`config.mk`:
```
export PLATFORM = sky130hd
export DESIGN_NAME = motion_morph_box_7
export DESIGN_NICKNAME = d
export VERILOG_FILES = /design/src/rtl/motion_morph_pkg.sv /design/src/rtl/popcnt7.sv /design/src/rtl/motion_morph_box_7.sv
export SDC_FILE = /design/constraint.sdc
export NUM_CORES = 1
export LEC_CHECK = 0
export BUFFER_PORTS_ARGS = -buffer_cell sky130_fd_sc_hd__buf_2
export CAP_MARGIN = 10
export CORE_MARGIN = 2
export CORE_UTILIZATION = 50
export DETAILED_ROUTE_END_ITERATION = 10
export GPL_TIMING_DRIVEN = 0
export PLACE_DENSITY = 0.76
export RECOVER_POWER = 50
export SYNTH_ARGS = -nofsm -noshare
export SYNTH_HDL_FRONTEND = slang
export SYNTH_HIERARCHICAL = 1
export SYNTH_SLANG_ARGS = --single-unit
export TNS_END_PERCENT = 10
```
`constraint.sdc`:
```
create_clock -name clk -period 9.2 [get_ports clk]
set_input_delay 2.76 -clock clk [delete_from_list [all_inputs] [get_ports clk]]
set_output_delay 2.76 -clock clk [all_outputs]
set_load 0.02 [all_outputs]
```
`src/rtl/motion_morph_pkg.sv`:
```
// Shared types and sizes for the 7x7 motion morphology / bounding-box block.
//  morph_mode_e : filter selection carried on the 2-bit mode input
//  WIN_N        : window edge length (7)
//  SUM_W        : width of the 0..49 ones-count
//  COORD_W      : width of pixel/line coordinates
package motion_morph_pkg;

  localparam int WIN_N     = 7;
  localparam int SUM_W     = 6;
  localparam int COORD_W   = 10;
  localparam int ROW_CNT_W = 3;

  typedef enum logic [1:0] {
    MORPH_ERODE  = 2'b00,
    MORPH_DILATE = 2'b01,
    MORPH_MAJ    = 2'b10,
    MORPH_BYPASS = 2'b11
  } morph_mode_e;

  // Ones-count of a completely filled window
  localparam logic [SUM_W-1:0] FULL_SUM = SUM_W'(WIN_N * WIN_N);

endpackage

```
`src/rtl/popcnt7.sv`:
```
// Combinational population count of one 7-bit window row.
//  bits  in  7  row of the binary window
//  count out 3  number of ones in the row (0..7)
module popcnt7
  import motion_morph_pkg::*;
(
  input  logic [WIN_N-1:0]     bits,
  output logic [ROW_CNT_W-1:0] count
);

  always_comb begin
    count = '0;
    for (int i = 0; i < WIN_N; i++) begin
      count = count + {{(ROW_CNT_W-1){1'b0}}, bits[i]};
    end
  end

endmodule

```
`src/rtl/motion_morph_box_7.sv`:
```
// Morphological filter on a 7x7 binary window plus per-frame motion statistics.
// A free-running 3-stage pipeline (row counts, window sum, compare) produces the
// filtered bit with the frame syncs delayed alongside it. On the post stream the
// block tracks pixel coordinates, accumulates the bounding box and ones-count of
// the filtered bitmap, and publishes them one clock after post vsync falls.
//  clk, rst_n                      pixel clock, asynchronous active-low reset
//  mode                            00 erode, 01 dilate, 10 majority, 11 bypass
//  matrix_frame_vsync/href/clken   input frame syncs and pixel strobe
//  matrix[6:0][6:0]                binary window, centre matrix[3][3]
//  post_frame_vsync/href/clken     syncs delayed 3 clk
//  post_img_Bit                    filtered pixel, 0 outside active line
//  box_x_min/x_max/y_min/y_max     bounding box of last completed frame
//  motion_cnt, box_valid           ones-count of last frame, count != 0
//  frame_done                      1-clk pulse when the published values update
module motion_morph_box_7
  import motion_morph_pkg::*;
#(
  parameter logic [COORD_W-1:0] IMG_HDISP = 10'd640,
  parameter logic [COORD_W-1:0] IMG_VDISP = 10'd480,
  parameter logic [SUM_W-1:0]   THRESH    = 6'd25,
  parameter int                 CNT_W     = 19
)(
  input  logic               clk,
  input  logic               rst_n,
  input  logic [1:0]         mode,
  input  logic               matrix_frame_vsync,
  input  logic               matrix_frame_href,
  input  logic               matrix_frame_clken,
  input  logic               matrix [WIN_N-1:0][WIN_N-1:0],
  output logic               post_frame_vsync,
  output logic               post_frame_href,
  output logic               post_frame_clken,
  output logic               post_img_Bit,
  output logic [COORD_W-1:0] box_x_min,
  output logic [COORD_W-1:0] box_x_max,
  output logic [COORD_W-1:0] box_y_min,
  output logic [COORD_W-1:0] box_y_max,
  output logic [CNT_W-1:0]   motion_cnt,
  output logic               box_valid,
  output logic               frame_done
);

  localparam logic [COORD_W-1:0] X_LIM = IMG_HDISP - COORD_W'(1);
  localparam logic [COORD_W-1:0] Y_LIM = IMG_VDISP - COORD_W'(1);

  function automatic logic [COORD_W-1:0] sat_inc_coord(input logic [COORD_W-1:0] v,
                                                       input logic [COORD_W-1:0] lim);
    return (v >= lim) ? lim : v + COORD_W'(1);
  endfunction

  function automatic logic [CNT_W-1:0] sat_inc_cnt(input logic [CNT_W-1:0] v);
    return (&v) ? v : v + CNT_W'(1);
  endfunction

  function automatic logic morph_decide(input logic [SUM_W-1:0] sum,
                                        input logic             centre,
                                        input morph_mode_e      m);
    logic r;
    case (m)
      MORPH_ERODE:  r = (sum == FULL_SUM);
      MORPH_DILATE: r = (sum != '0);
      MORPH_MAJ:    r = (sum >= THRESH);
      default:      r = centre;
    endcase
    return r;
  endfunction

  logic [WIN_N-1:0]     row_bits [WIN_N];
  logic [ROW_CNT_W-1:0] row_cnt  [WIN_N];

  for (genvar r = 0; r < WIN_N; r++) begin : g_row
    for (genvar c = 0; c < WIN_N; c++) begin : g_col
      assign row_bits[r][c] = matrix[r][c];
    end
    popcnt7 u_popcnt (
      .bits  (row_bits[r]),
      .count (row_cnt[r])
    );
  end

  // Mode is only taken at the start of an input frame so a frame is filtered
  // with one operator throughout.
  logic        in_vsync_d;
  morph_mode_e mode_r;

  logic [ROW_CNT_W-1:0] row_cnt_p0 [WIN_N];
  logic                 centre_p0, vsync_p0, href_p0, vld_p0;
  logic [SUM_W-1:0]     sum_p1;
  logic                 centre_p1, vsync_p1, href_p1, vld_p1;
  logic                 bit_p2, vsync_p2, href_p2, vld_p2;
  logic [SUM_W-1:0]     sum_s2;

  always_comb begin
    sum_s2 = '0;
    for (int r = 0; r < WIN_N; r++) begin
      sum_s2 = sum_s2 + SUM_W'(row_cnt_p0[r]);
    end
  end

  always_ff @(posedge clk or negedge rst_n) begin
    if (!rst_n) begin
      in_vsync_d <= 1'b0;
      mode_r     <= MORPH_ERODE;
      for (int r = 0; r < WIN_N; r++) row_cnt_p0[r] <= '0;
      centre_p0 <= 1'b0; vsync_p0 <= 1'b0; href_p0 <= 1'b0; vld_p0 <= 1'b0;
      sum_p1    <= '0;   centre_p1 <= 1'b0; vsync_p1 <= 1'b0; href_p1 <= 1'b0; vld_p1 <= 1'b0;
      bit_p2    <= 1'b0; vsync_p2 <= 1'b0; href_p2 <= 1'b0; vld_p2 <= 1'b0;
    end else begin
      in_vsync_d <= matrix_frame_vsync;
      if (matrix_frame_vsync && !in_vsync_d) mode_r <= morph_mode_e'(mode);
      // Stage 1: per-row ones-count
      for (int r = 0; r < WIN_N; r++) row_cnt_p0[r] <= row_cnt[r];
      centre_p0 <= matrix[3][3];
      vsync_p0  <= matrix_frame_vsync;
      href_p0   <= matrix_frame_href;
      vld_p0    <= matrix_frame_clken;
      // Stage 2: window sum
      sum_p1    <= sum_s2;
      centre_p1 <= centre_p0;
      vsync_p1  <= vsync_p0;
      href_p1   <= href_p0;
      vld_p1    <= vld_p0;
      // Stage 3: operator decision, blanked outside the active line
      bit_p2    <= href_p1 ? morph_decide(sum_p1, centre_p1, mode_r) : 1'b0;
      vsync_p2  <= vsync_p1;
      href_p2   <= href_p1;
      vld_p2    <= vld_p1;
    end
  end

  assign post_frame_vsync = vsync_p2;
  assign post_frame_href  = href_p2;
  assign post_frame_clken = vld_p2;
  assign post_img_Bit     = bit_p2;

  // Post-stream coordinates and statistics
  logic               post_vsync_d, post_href_d, publish_pend;
  logic [COORD_W-1:0] x_cnt, y_cnt;
  logic [COORD_W-1:0] wx_min, wx_max, wy_min, wy_max;
  logic [CNT_W-1:0]   wcnt;
  logic [COORD_W-1:0] nx_min, nx_max, ny_min, ny_max;
  logic [CNT_W-1:0]   ncnt;
  logic               vs_rise, vs_fall, href_fall, hit;

  assign vs_rise   =  vsync_p2 && !post_vsync_d;
  assign vs_fall   = !vsync_p2 &&  post_vsync_d;
  assign href_fall = !href_p2  &&  post_href_d;
  assign hit       =  vld_p2 && href_p2 && bit_p2;

  // A frame start reinitialises the working set; a hit on that same clock is
  // still folded in.
  always_comb begin
    nx_min = vs_rise ? '1 : wx_min;
    nx_max = vs_rise ? '0 : wx_max;
    ny_min = vs_rise ? '1 : wy_min;
    ny_max = vs_rise ? '0 : wy_max;
    ncnt   = vs_rise ? '0 : wcnt;
    if (hit) begin
      if (x_cnt < nx_min) nx_min = x_cnt;
      if (x_cnt > nx_max) nx_max = x_cnt;
      if (y_cnt < ny_min) ny_min = y_cnt;
      if (y_cnt > ny_max) ny_max = y_cnt;
      ncnt = sat_inc_cnt(ncnt);
    end
  end

  always_ff @(posedge clk or negedge rst_n) begin
    if (!rst_n) begin
      post_vsync_d <= 1'b0;
      post_href_d  <= 1'b0;
      publish_pend <= 1'b0;
      x_cnt  <= '0;  y_cnt  <= '0;
      wx_min <= '1;  wx_max <= '0;
      wy_min <= '1;  wy_max <= '0;
      wcnt   <= '0;
      box_x_min <= '0; box_x_max <= '0;
      box_y_min <= '0; box_y_max <= '0;
      motion_cnt <= '0;
      box_valid  <= 1'b0;
      frame_done <= 1'b0;
    end else begin
      post_vsync_d <= vsync_p2;
      post_href_d  <= href_p2;
      publish_pend <= vs_fall;

      if (href_fall)               x_cnt <= '0;
      else if (vld_p2 && href_p2)  x_cnt <= sat_inc_coord(x_cnt, X_LIM);

      if (vs_rise)                 y_cnt <= '0;
      else if (href_fall)          y_cnt <= sat_inc_coord(y_cnt, Y_LIM);

      wx_min <= nx_min; wx_max <= nx_max;
      wy_min <= ny_min; wy_max <= ny_max;
      wcnt   <= ncnt;

      // Publishing one clock after the fall lets a pixel on the fall clock land
      // in the working set first.
      if (publish_pend) begin
        box_x_min  <= wx_min; box_x_max <= wx_max;
        box_y_min  <= wy_min; box_y_max <= wy_max;
        motion_cnt <= wcnt;
        box_valid  <= (wcnt != '0);
        frame_done <= 1'b1;
      end else begin
        frame_done <= 1'b0;
      end
    end
  end

endmodule
```
# ---- Word level (Yosys, flattened, before mapping)
# Cells that the tools add are included.
dict set report totals {
  reg_bits 184
  wordCells 139
  inputBits 56
  output_inout_bits 65
}
dict set report op_classes {
  n_lt_le_gt_ge 7
  reduce_logical 16
  mux 24
  addsub 51
  eq_ne 3
}
# op n
set op_table {}
lappend op_table {{$mux 10} 18}
lappend op_table {{$add 3x1->3} 35}
lappend op_table {{$mux 19} 3}
lappend op_table {{$add 10x1->10 const B} 2}
lappend op_table {{$gt 10x10->1} 2}
lappend op_table {{$lt 10x10->1} 2}
lappend op_table {{$add 19x1->19 const B} 1}
lappend op_table {{$reduce_and 19->1} 1}
lappend op_table {{$reduce_bool 19->1} 1}
lappend op_table {{$add 6x3->6} 3}
lappend op_table {{$add 1x1->2} 7}
lappend op_table {{$ge 10x10->1 const B} 1}
lappend op_table {{$ge 10x9->1 const B} 1}
lappend op_table {{$add 5x3->6} 1}
lappend op_table {{$eq 6x6->1 const B} 1}
lappend op_table {{$ge 6x5->1 const B} 1}
lappend op_table {{$logic_and 1x1->1} 6}
lappend op_table {{$reduce_bool 6->1} 1}
lappend op_table {{$add 4x3->5} 1}
lappend op_table {{$add 3x3->4} 1}
lappend op_table {{$logic_not 1->1} 4}
lappend op_table {{$reduce_bool 2->1} 2}
lappend op_table {{$pmux 1 s3} 1}
lappend op_table {{$eq 2x1->1 const B} 1}
lappend op_table {{3 further kinds} 4}

# ---- Logic depth before layout (Yosys ltp)
# Gate-level depths: netlist of the first run.
dict set report depth {
  ltp_word 6
  mapped_depth 14
  depth_no_buf 14
}

# ---- Cells and area by module
# Netlist of the first run, hierarchy kept.
# mod area_per_inst_um2 cells_per_inst n_inst seq_area_each_um2
set modules_own_cells {}
lappend modules_own_cells {motion_morph_box_7 8660.8 726 1 4629.4}
lappend modules_own_cells {popcnt7 110.1 12 7 0.0}

# ---- Least setup slack after synthesis of the first run
# OpenSTA, ideal clock, no wires.
dict set report synth_timing {
  path_type {input -> register}
  startpoint {input port matrix[21] in the netlist's numbering}
  endpoint {register row_cnt_p0[10] in the netlist's numbering}
  arrival_ps 4581
  setup_ps 135
  stages 6
  t_required_ps 9065
  n_path_buf 0
  setup_slack_ps 4483
  cell_sequence {inv_1 fa_1 fa_1 inv_1 fa_1 fa_1}
}
# element line
set synth_rtl {}
lappend synth_rtl {{from (decl)} motion_morph_box_7.sv:29} ;# input logic matrix [WIN_N-1:0][WIN_N-1:0],
lappend synth_rtl {{to (decl)} motion_morph_box_7.sv:86} ;# logic [ROW_CNT_W-1:0] row_cnt_p0 [WIN_N];

==> run_results.csv, run 1 <==
group,metric,value,unit
floorplanning,die_h,141,um
logic_synthesis,yosys_warnings,6,
logic_synthesis,synthFlopType,"dfrtp_1",
cts,cts_tree,"built",
drt,vias,6475,
cts,postCtsSetupRepairBufs,0,
timing,max_freq,224,MHz
placement,dpl_cell_area,0.0104,sq mm
cells_and_area,fin_area,0.0109,sq mm
drt,drc,0,
cells_and_area,nFillCells,1514,
global_routing,grt_pass1_vias,6433,
global_routing,grt_max_degree,105,
power_and_ir_drop,combPwrFrac,34.7,%
global_routing,grt_first_pass_wirelength,31700,um
timing,tightest_slew,0.979,ns
critical_path,worst_setup_path_end_kind,"register",
cells_and_area,drive_gt1_share,25.2,%
cells_and_area,fin_util,58.7,%
logic_synthesis,syn_area,0.00943,sq mm
job,max_cap_viol_count,0,
timing,setup_viol,0,
power_and_ir_drop,leakagePower,0.00541,uW
placement,port_buffers,120,
critical_path,arrival,4.78,ns
drt,drt_pass1_iterations,6,
global_routing,grtUsageTotal,20.3,%
floorplanning,die_w,141,um
timing,period_share,48.5,%
floorplanning,ioPinCount,121,
power_and_ir_drop,irDropWorstVdd,0.000225,V
outcome,status,"complete, no violations",
logic_synthesis,ys_top_cells_by_count,"dfrtp_1, inv_1, mux2_2",
logic_synthesis,yosys_register_bits,184,
logic_synthesis,ys_seq_area_share,49.1,%
cts,htree_levels,4,
timing,clock_skew,0.0195,ns
critical_path,required,9.51,ns
timing,slew_violations,0,
cells_and_area,stdcell_count,1198,
critical_path,startpoint_type,"input pin",
drt,wl_per_cell,16.1,um
critical_path,reg2reg_depth,12,
timing,period_minus_slack,4.46,ns
drt,met2WireLength,9280,um
drt,routed_wl,19200,um
logic_synthesis,synth.distinct_cells,60,
cells_and_area,area_growth,15.6,%
cts,insertion_delay,0.44,ns
logic_synthesis,synth_top_area_share,43.5,%
logic_synthesis,syn-instance-count,810,
cts,postCtsHoldBufs,0,
critical_path,path_class,"input pin to register",
drt,top_layer,"met5",
timing,setup-tns-final,0,ns
logic_synthesis,async_reset_ff_share,100,%
power_and_ir_drop,power_frac_seq,38.6,%
power_and_ir_drop,power_switching,878,uW
cts,clkTransAtPathRegs,0.07,ns
timing,slew-limit-headroom,34.3,%
drt,via_per_inst,5.40,
critical_path,critPathMaxFanout,2,
logic_synthesis,synthMostInstantiatedCell,"dfrtp_1",
logic_synthesis,syn_nets,956,
floorplanning,die-area,0.0200,sq mm
cts,root_buffer,"clkbuf_16",
power_and_ir_drop,pwr_density_cell,244,mW/mm^2
placement,dp_cells,1165,
critical_path,rrSetupSlack,5.07,ns
drt,initialDrtViolationCount,366,
worst_hold_path,whs_path_depth,0,
drt,met1Wirelength,8330,um
floorplanning,initial_core_util,50.8,%
logic_synthesis,synthTopCellsByArea,"dfrtp_1, fa_1, mux2_2, ha_1, dfstp_2",
placement,gp_congestion,0.869,
cells_and_area,final_nets,1096,
power_and_ir_drop,sw_frac_of_total,33.0,%
logic_synthesis,syn_avg_cell_area,11.6,sq um
drt,ant_nets,0,
cts,clkSinkCount,184,
floorplanning,num_rows,50,
global_routing,grt_overflow,0,
power_and_ir_drop,power_frac_clock,26.8,%
power_and_ir_drop,intPower,1780,uW
cts,clockBufferDepth,2,
timing,hold_viol,0,
drt,wl_met3,1240,um
worst_hold_path,hp-class,"register to register",
placement,dp_hpwl,14200,um
timing,grt_setup_unrepaired,"false",
logic_synthesis,synth_edf_count,0,
cts,cts_buffers,17,
timing,whs,0.349,ns
global_routing,antenna_found_initial,2,
cts,ctsResizeCount,0,
logic_synthesis,yosysTopAreaCell,"dfrtp_1",
floorplanning,core,0.0186,sq mm
-- kinds of logic (layout without fill, tap and decap cells) --
group | Yosys count | after routing | share of synthesized area (%)
mux | 106 | 106 | 12.1
simple gates | 179 | 179 | 9.55
compound gates | 108 | 108 | 7.62
other cells | 0 | 1 | 0
flops | 184 | 184 | 49.1
xor+xnor | 11 | 11 | 1.02
fa+ha+maj | 90 | 90 | 15.2
buf+inv | 132 | 285 | 5.43
-- sequential cells by signal, summed over array words and instances (netlist names), 2 cells and up --
name / count
row_cnt_p0: 21
motion_cnt: 19
wcnt: 19
box_x_max: 10
box_x_min: 10
box_y_max: 10
box_y_min: 10
wx_max: 10
wx_min: 10
wy_max: 10
wy_min: 10
x_cnt: 10
y_cnt: 10
sum_p1: 6
mode_r: 2
-- area by class of cell --
class / count / area (sq um) / share of cell area (%)
multi-input combinational: 494 / 4260 / 39.1
clock buffer: 23 / 488 / 4.47
antenna: 1 / 2.50 / 0.0229
tap: 234 / 293 / 2.68
inverter: 103 / 387 / 3.55
timing repair buffer: 121 / 636 / 5.83
clock inverter: 9 / 91.3 / 0.838
buffer: 29 / 120 / 1.10
sequential: 184 / 4630 / 42.5
-- metrics by stage --
| stage | setup slack [ns] | total power, uW |
|---|---|---|
| floorplan | 4.48 | 1730 |
| global placement | 2.43 | 1920 |
| detailed placement | 4.32 | 1980 |
| CTS | 4.78 | 2700 |
| global route | 4.70 | 2880 |
| finish | 4.74 | 2660 |
-- power groups by stage --
stage	clock (uW)	sequential [uW]	combinational [uW]
final	712	1030	923
after global routing	762	1040	1070
after CTS	727	1030	948
after detailed placement	0	1040	939
after global placement	0	1040	880
after floorplan	0	1070	658
-- metal layers --
layer  global-route usage, %  vias up
met5                       0        -
met4                    6.84        2
met3                    5.87       36
met2                    33.0      223
met1                    26.2     3153
li1                        -     3061
-- layout by cell type (no fill, tap or decap), types with 3 or more instances in the layout --
master,n
dfrtp_1,164
buf_2,120
inv_1,103
mux2_2,64
nand2_1,56
ha_1,49
mux2i_1,42
fa_1,41
nor2_1,37
a21oi_1,33
clkbuf_1,26
dfstp_2,20
o21ai_0,17
clkbuf_16,17
nand3_1,14
nand4_1,13
and3_1,12
xnor2_1,10
nor4_1,9
nor3_1,9
a21o_1,8
a31oi_1,8
a211oi_1,8
nand2b_1,7
nor2b_1,6
a2111oi_0,4
clkbuf_8,4
and2_1,3
and2_0,3
or3_1,3
o31ai_1,3
inv_6,3
-- worst paths after layout --
| kind | from | endpoint |
|---|---|---|
| setup / recovery | matrix[24] | row_cnt_p0[10]$_DFF_PN0_ |
| hold / removal | vsync_p1$_DFF_PN0_ | post_frame_vsync$_DFF_PN0_ |
| setup reg to reg | post_frame_vsync$_DFF_PN0_ | wx_max[0]$_DFF_PN0_ |
| hold reg to reg | vsync_p1$_DFF_PN0_ | post_frame_vsync$_DFF_PN0_ |
| max in group asynchronous | rst_n | wx_min[1]$_DFF_PN1_ |
| min in group asynchronous | rst_n | box_x_min[4]$_DFFE_PN0P_ |
-- critical path, cell delays in order --
cell and delay, ns:
clkbuf_1 0.14, inv_1 0.08, fa_1 0.44, fa_1 0.48, inv_1 0.05, fa_1 0.38, fa_1 0.44
Note: power is estimated with default switching activity, not from simulation.
==> run 2, diff against run 1 <==
ABC_AREA = 1   (was not set)
clock period = 4.47 ns   (was 9.2 ns; I/O delays follow)
==> run_results.csv, run 2 <==
group,metric,value,unit
floorplanning,ioPinCount,121,
logic_synthesis,yosysTopAreaCell,"dfrtp_1",
critical_path,startpoint_type,"register",
timing,hold_viol,0,
floorplanning,die_w,144,um
cells_and_area,area_growth,15.4,%
critical_path,cpMostUsedCell,"nand2_1",
logic_synthesis,synthMostInstantiatedCell,"nand2_1",
worst_hold_path,hp-class,"register to register",
power_and_ir_drop,irDropWorstVdd,0.000405,V
floorplanning,num_rows,51,
drt,ant_nets,0,
power_and_ir_drop,sw_frac_of_total,34.3,%
logic_synthesis,syn_area,0.00985,sq mm
logic_synthesis,synth_top_area_share,41.6,%
power_and_ir_drop,power_switching,1850,uW
logic_synthesis,synth.distinct_cells,41,
logic_synthesis,yosys_register_bits,184,
logic_synthesis,ys_top_cells_by_count,"nand2_1, inv_1, dfrtp_1",
placement,dp_hpwl,16200,um
power_and_ir_drop,combPwrFrac,33.7,%
drt,via_per_inst,5.03,
power_and_ir_drop,leakagePower,0.00601,uW
power_and_ir_drop,pwr_density_cell,474,mW/mm^2
power_and_ir_drop,power_frac_seq,38.5,%
cells_and_area,regMostFlops,"row_cnt_p0",
power_and_ir_drop,power_frac_clock,27.8,%
logic_synthesis,synthTopCellsByArea,"dfrtp_1, nand2_1, fa_1, inv_1, ha_1",
timing,period_minus_slack,3.52,ns
cts,insertion_delay,0.44,ns
timing,whs,0.350,ns
timing,setup-tns-final,0,ns
global_routing,grtUsageTotal,22.0,%
cts,htree_levels,4,
global_routing,grt_first_pass_wirelength,35900,um
cts,postCtsHoldBufs,0,
cts,root_buffer,"clkbuf_16",
power_and_ir_drop,intPower,3540,uW
critical_path,arrival,3.82,ns
critical_path,path_class,"register to register",
cts,postCtsSetupRepairBufs,0,
cells_and_area,final_nets,1394,
cells_and_area,multiInputGateArea,0.00437,sq mm
cts,clkTransAtPathRegs,0.07,ns
floorplanning,initial_core_util,50.8,%
critical_path,crit_chain,"nand2_1, clkbuf_1, buf_12, clkbuf_1, nand2_1, ha_1, nand2_1, nor2_1, o211ai_1, nand3_1, nand3_1, clkbuf_1, nand2_1, o21ai_0",
critical_path,critical_path.max_stage_delay,0.60,ns
cts,clockBufferDepth,2,
timing,tightest_slew,1.87,ns
cells_and_area,n_antenna_cell,0,
drt,wl_per_cell,14.1,um
timing,grt_setup_unrepaired,"false",
job,max_cap_viol_count,1,
floorplanning,core,0.0194,sq mm
cts,cts_tree,"built",
placement,dp_slack,0.999,ns
critical_path,critPathBufInv,4,
cells_and_area,nFillCells,1721,
global_routing,grt_overflow,0,
cells_and_area,area.sequential,0.00463,sq mm
cells_and_area,stdcell_count,1524,
timing,max_freq,284,MHz
timing,period_share,78.8,%
logic_synthesis,ys_seq_area_share,47.0,%
critical_path,worst_setup_path_end_kind,"register",
cts,cts_buffers,17,
logic_synthesis,synthFlopType,"dfrtp_1",
drt,drt_pass1_iterations,5,
logic_synthesis,syn_avg_cell_area,8.89,sq um
placement,dp_cells,1494,
timing,slew_violations,73,
floorplanning,die_h,144,um
logic_synthesis,syn_nets,1254,
timing,setup_viol,0,
logic_synthesis,syn-instance-count,1108,
placement,gp_congestion,0.895,
critical_path,crit_family,"buffers and inverters",
global_routing,antenna_found_initial,0,
placement,port_buffers,120,
critical_path,critPathMaxFanout,10,
cells_and_area,layout.cells.most_common,"nand2_1",
critical_path,required,4.77,ns
cells_and_area,drive_gt1_share,16.8,%
cells_and_area,most-common-layout-cells,"nand2_1, inv_1, dfrtp_1, buf_2, o21ai_0",
timing,layout_setup_ws,0.949,ns
drt,drc,0,
cts,ctsResizeCount,0,
power_and_ir_drop,fin_total_pwr,5390,uW
timing,clock_skew,0.0128,ns
drt,vias,7668,
cells_and_area,largest_reg_flops,21,
logic_synthesis,async_reset_ff_share,100,%
floorplanning,die-area,0.0208,sq mm
global_routing,grt_max_degree,113,
cts,clkSinkCount,184,
global_routing,grt_pass1_vias,7578,
outcome,status,"finished, violations left",
timing,slew-limit-headroom,-24.8,%
critical_path,crit_slowest_cell,"clkbuf_1",
logic_synthesis,yosys_warnings,6,
drt,routed_wl,21400,um
cells_and_area,reg_top3,"row_cnt_p0 x21, motion_cnt x19, wcnt x19",
drt,initialDrtViolationCount,532,
outcome,failed_checks,"max-capacitance violations, max-slew violations",
logic_synthesis,synth_edf_count,0,
-- run 2: changes by cell type after synthesis, moves of 12 or more --
cell,delta
nand2_1,+243
inv_1,+74
o21ai_0,+65
mux2_2,-63
mux2i_1,-42
nand3_1,+37
nor2_1,+25
and3_1,-12
-- run 2: power groups by stage --
| stage | Clock [uW] | Combinational, uW | Sequential [uW] |
|---|---|---|---|
| floorplan | 0 | 1300 | 2120 |
| global placement | 0 | 1720 | 2090 |
| detailed placement | 0 | 1830 | 2100 |
| CTS | 1520 | 1860 | 2070 |
| global route | 1600 | 2150 | 2100 |
| finish | 1500 | 1820 | 2070 |
-- run 2: kinds of logic after synthesis --
| group | after synthesis | share of synthesized area (%) |
|---|---|---|
| buffers and inverters | 212 | 8.67 |
| adders and majority gates | 90 | 14.6 |
| DFF | 184 | 47.0 |
| and+or+nand+nor | 472 | 20.7 |
| AOI/OAI and AO/OA | 134 | 7.34 |
| muxes | 1 | 0.114 |
| xor gates and xnor gates | 15 | 1.64 |
-- run 2: final timing paths --
path	start	end	slack, ns	cells after the start
worst min-delay path	vsync_p1$_DFF_PN0_	post_frame_vsync$_DFF_PN0_	0.35	0
worst min register to register	vsync_p1$_DFF_PN0_	post_frame_vsync$_DFF_PN0_	0.35	0
worst max register to register	post_frame_vsync$_DFF_PN0_	wx_max[0]$_DFF_PN0_	0.95	14
max in group asynchronous	rst_n	wx_min[8]$_DFF_PN1_	1.78	2
worst max-delay path	post_frame_vsync$_DFF_PN0_	wx_max[0]$_DFF_PN0_	0.95	14
min in group asynchronous	rst_n	wcnt[9]$_DFF_PN0_	1.39	1
-- run 2: per-stage QoR --
step	instance area, sq um	utilization, %
floorplan	9850	-
global placement	10800	55.6
detailed placement	10800	55.8
CTS	11400	58.8
global route	11400	58.6
finish	11400	58.6
-- run 2: cell type report --
cell class | count | share of cell area, %
sequential | 184 | 40.7
inverter | 178 | 5.88
tap | 265 | 2.92
timing repair buffer | 121 | 5.50
multi-input combinational | 712 | 38.4
clock inverter | 12 | 1.25
buffer | 34 | 1.47
clock buffer | 18 | 3.86
-- run 2: metal layers --
layer / routed length [um] / track usage (%) / vias to the layer above
li1: - / - / 3750
met1: 9130 / 28.7 / 3618
met2: 10200 / 36.3 / 262
met3: 1630 / 5.13 / 38
met4: 495 / 7.41 / 0
met5: 0 / 0 / -
==> run 3, diff against run 2 <==
ABC_AREA = 0   (was 1)
PLACE_DENSITY = 0.79   (was 0.76)
clock period = 2.9 ns   (was 4.47 ns; I/O delays follow)
==> run_results.csv, run 3 (synthesized netlist as in run 1, its figures left out) <==
group,metric,value,unit
cts,clkTransAtPathRegs,0.07,ns
floorplanning,die_w,141,um
cells_and_area,largest_reg_flops,21,
global_routing,antenna_found_initial,1,
critical_path,crit_slowest_cell,"fa_1",
critical_path,reg2reg_depth,10,
worst_hold_path,hp-class,"register to register",
timing,period_minus_slack,3.29,ns
power_and_ir_drop,irDropWorstVdd,0.000812,V
timing,clock_skew,0.00797,ns
critical_path,critPathBufInv,2,
cells_and_area,regMostFlops,"row_cnt_p0",
cells_and_area,layout.cells.most_common,"dfrtp_1",
power_and_ir_drop,intPower,5710,uW
job,max_cap_viol_count,1,
cells_and_area,nFillCells,1502,
cts,htree_levels,4,
critical_path,critPathMaxFanout,2,
placement,gp_congestion,0.892,
power_and_ir_drop,power_frac_clock,25.2,%
cells_and_area,reg_top3,"row_cnt_p0 x21, motion_cnt x19, wcnt x19",
timing,whs,0.348,ns
global_routing,grtUsageTotal,20.7,%
floorplanning,die-area,0.0200,sq mm
drt,routed_wl,19800,um
timing,tightest_slew,1.72,ns
cts,clockBufferDepth,2,
timing,max_freq,304,MHz
critical_path,cpMostUsedCell,"fa_1",
drt,vias,6592,
outcome,failed_checks,"max-capacitance violations, max-slew violations, negative setup slack",
placement,dp_hpwl,14400,um
critical_path,arrival,3.64,ns
timing,grt_setup_unrepaired,"true",
critical_path,path_class,"register to register",
placement,dp_slack,-1.01,ns
floorplanning,num_rows,50,
power_and_ir_drop,power_frac_seq,37.7,%
cts,postCtsHoldBufs,0,
outcome,status,"finished, violations left",
cts,cts_tree,"built",
timing,slew_violations,72,
drt,drt_pass1_iterations,5,
floorplanning,ioPinCount,121,
cells_and_area,fin_util,59.2,%
drt,ant_nets,0,
critical_path,cp.depth,10,
drt,via_per_inst,5.50,
drt,wl_per_cell,16.5,um
timing,period_share,113,%
cts,insertion_delay,0.43,ns
floorplanning,die_h,141,um
critical_path,crit_chain,"fa_1, inv_2, fa_1, fa_1, inv_2, fa_1, ha_1, a21o_1, a21oi_2, xnor2_1",
floorplanning,core,0.0186,sq mm
worst_hold_path,whs_path_depth,0,
critical_path,startpoint_type,"register",
placement,port_buffers,120,
power_and_ir_drop,pwr_density_cell,787,mW/mm^2
critical_path,critical_path.max_stage_delay,0.55,ns
drt,drc,0,
drt,initialDrtViolationCount,501,
global_routing,grt_max_degree,115,
timing,setup_viol,23,
cells_and_area,drive_gt1_share,27.6,%
global_routing,grt_first_pass_wirelength,32400,um
global_routing,grt_pass1_vias,6606,
cts,cts_buffers,17,
power_and_ir_drop,power_switching,2940,uW
global_routing,grt_overflow,0,
timing,hold_viol,0,
cells_and_area,area_growth,16.6,%
cts,clkSinkCount,184,
critical_path,crit_family,"adder cells",
floorplanning,initial_core_util,50.8,%
timing,slew-limit-headroom,-14.5,%
cts,root_buffer,"clkbuf_16",
cells_and_area,most-common-layout-cells,"dfrtp_1, buf_2, inv_1, mux2_2, nand2_1",
power_and_ir_drop,fin_total_pwr,8650,uW
cells_and_area,final_nets,1098,
power_and_ir_drop,combPwrFrac,37.2,%
timing,layout_setup_ws,-0.390,ns
power_and_ir_drop,sw_frac_of_total,34.0,%
critical_path,required,3.25,ns
critical_path,worst_setup_path_end_kind,"register",
power_and_ir_drop,leakagePower,0.00545,uW
cells_and_area,n_antenna_cell,0,
run 3: final timing paths:
kind / start / slack (ns) / to
min in group asynchronous: rst_n / 0.90 / box_x_min[4]$_DFFE_PN0P_
max in group asynchronous: rst_n / 0.25 / row_cnt_p0[6]$_DFF_PN0_
max reg2reg: row_cnt_p0[14]$_DFF_PN0_ / -0.39 / sum_p1[4]$_DFF_PN0_
min: vld_p1$_DFF_PN0_ / 0.35 / post_frame_clken$_DFF_PN0_
min reg2reg: vld_p1$_DFF_PN0_ / 0.35 / post_frame_clken$_DFF_PN0_
max: row_cnt_p0[14]$_DFF_PN0_ / -0.39 / sum_p1[4]$_DFF_PN0_
run 3: worst reg2reg max path, stage by stage (launching register included):
cell     delay [ns]
dfrtp_1        0.38
fa_1           0.55
inv_2          0.04
fa_1           0.49
fa_1           0.51
inv_2          0.05
fa_1           0.48
ha_1           0.30
a21o_1         0.17
a21oi_2        0.12
xnor2_1        0.13
run 3: metrics by stage:
stage                     std cells  area [sq um]  setup TNS [ns]
after global routing           1199         11000          -35.71
after floorplan                 810          9440           -1.11
after detailed placement       1165         10400          -16.61
after global placement         1164         10300         -343.63
final                          1199         11000           -1.79
after CTS                      1199         11000           -1.50
run 3: layout make-up:
cell class              count  area (sq um)  share of cell area (%)
multi-input cells         494          4310                    39.2
inverters                 103           387                    3.51
repair buffers            123           653                    5.94
clock buffers              21           450                    4.10
well taps                 234           293                    2.66
flip-flops and latches    184          4630                    42.1
plain buffers              29           180                    1.64
clock inverters            11           100                   0.910
run 3: timing repair:
action	CTS	global route
setup endpoints to repair	44	25
pin swaps	3	5
gates resized for setup	19	10
buffers inserted	2	0
run 3: per-layer routing:
metal	global-route usage (%)	up-vias	share of wire [%]	wire, um
met3	4.12	49	5.9	1170
met4	9.00	2	2.9	573
li1	-	3057	-	-
met5	0	-	0.066	13
met2	34.8	260	49	9730
met1	26.1	3224	42	8260
run 3: power groups by stage:
stage / clock [uW] / combinational (uW) / sequential (uW)
after floorplan: 0 / 2180 / 3390
after global placement: 0 / 2910 / 3300
after detailed placement: 0 / 3130 / 3310
after CTS: 2230 / 3230 / 3260
after global routing: 2340 / 3710 / 3310
final: 2180 / 3220 / 3260
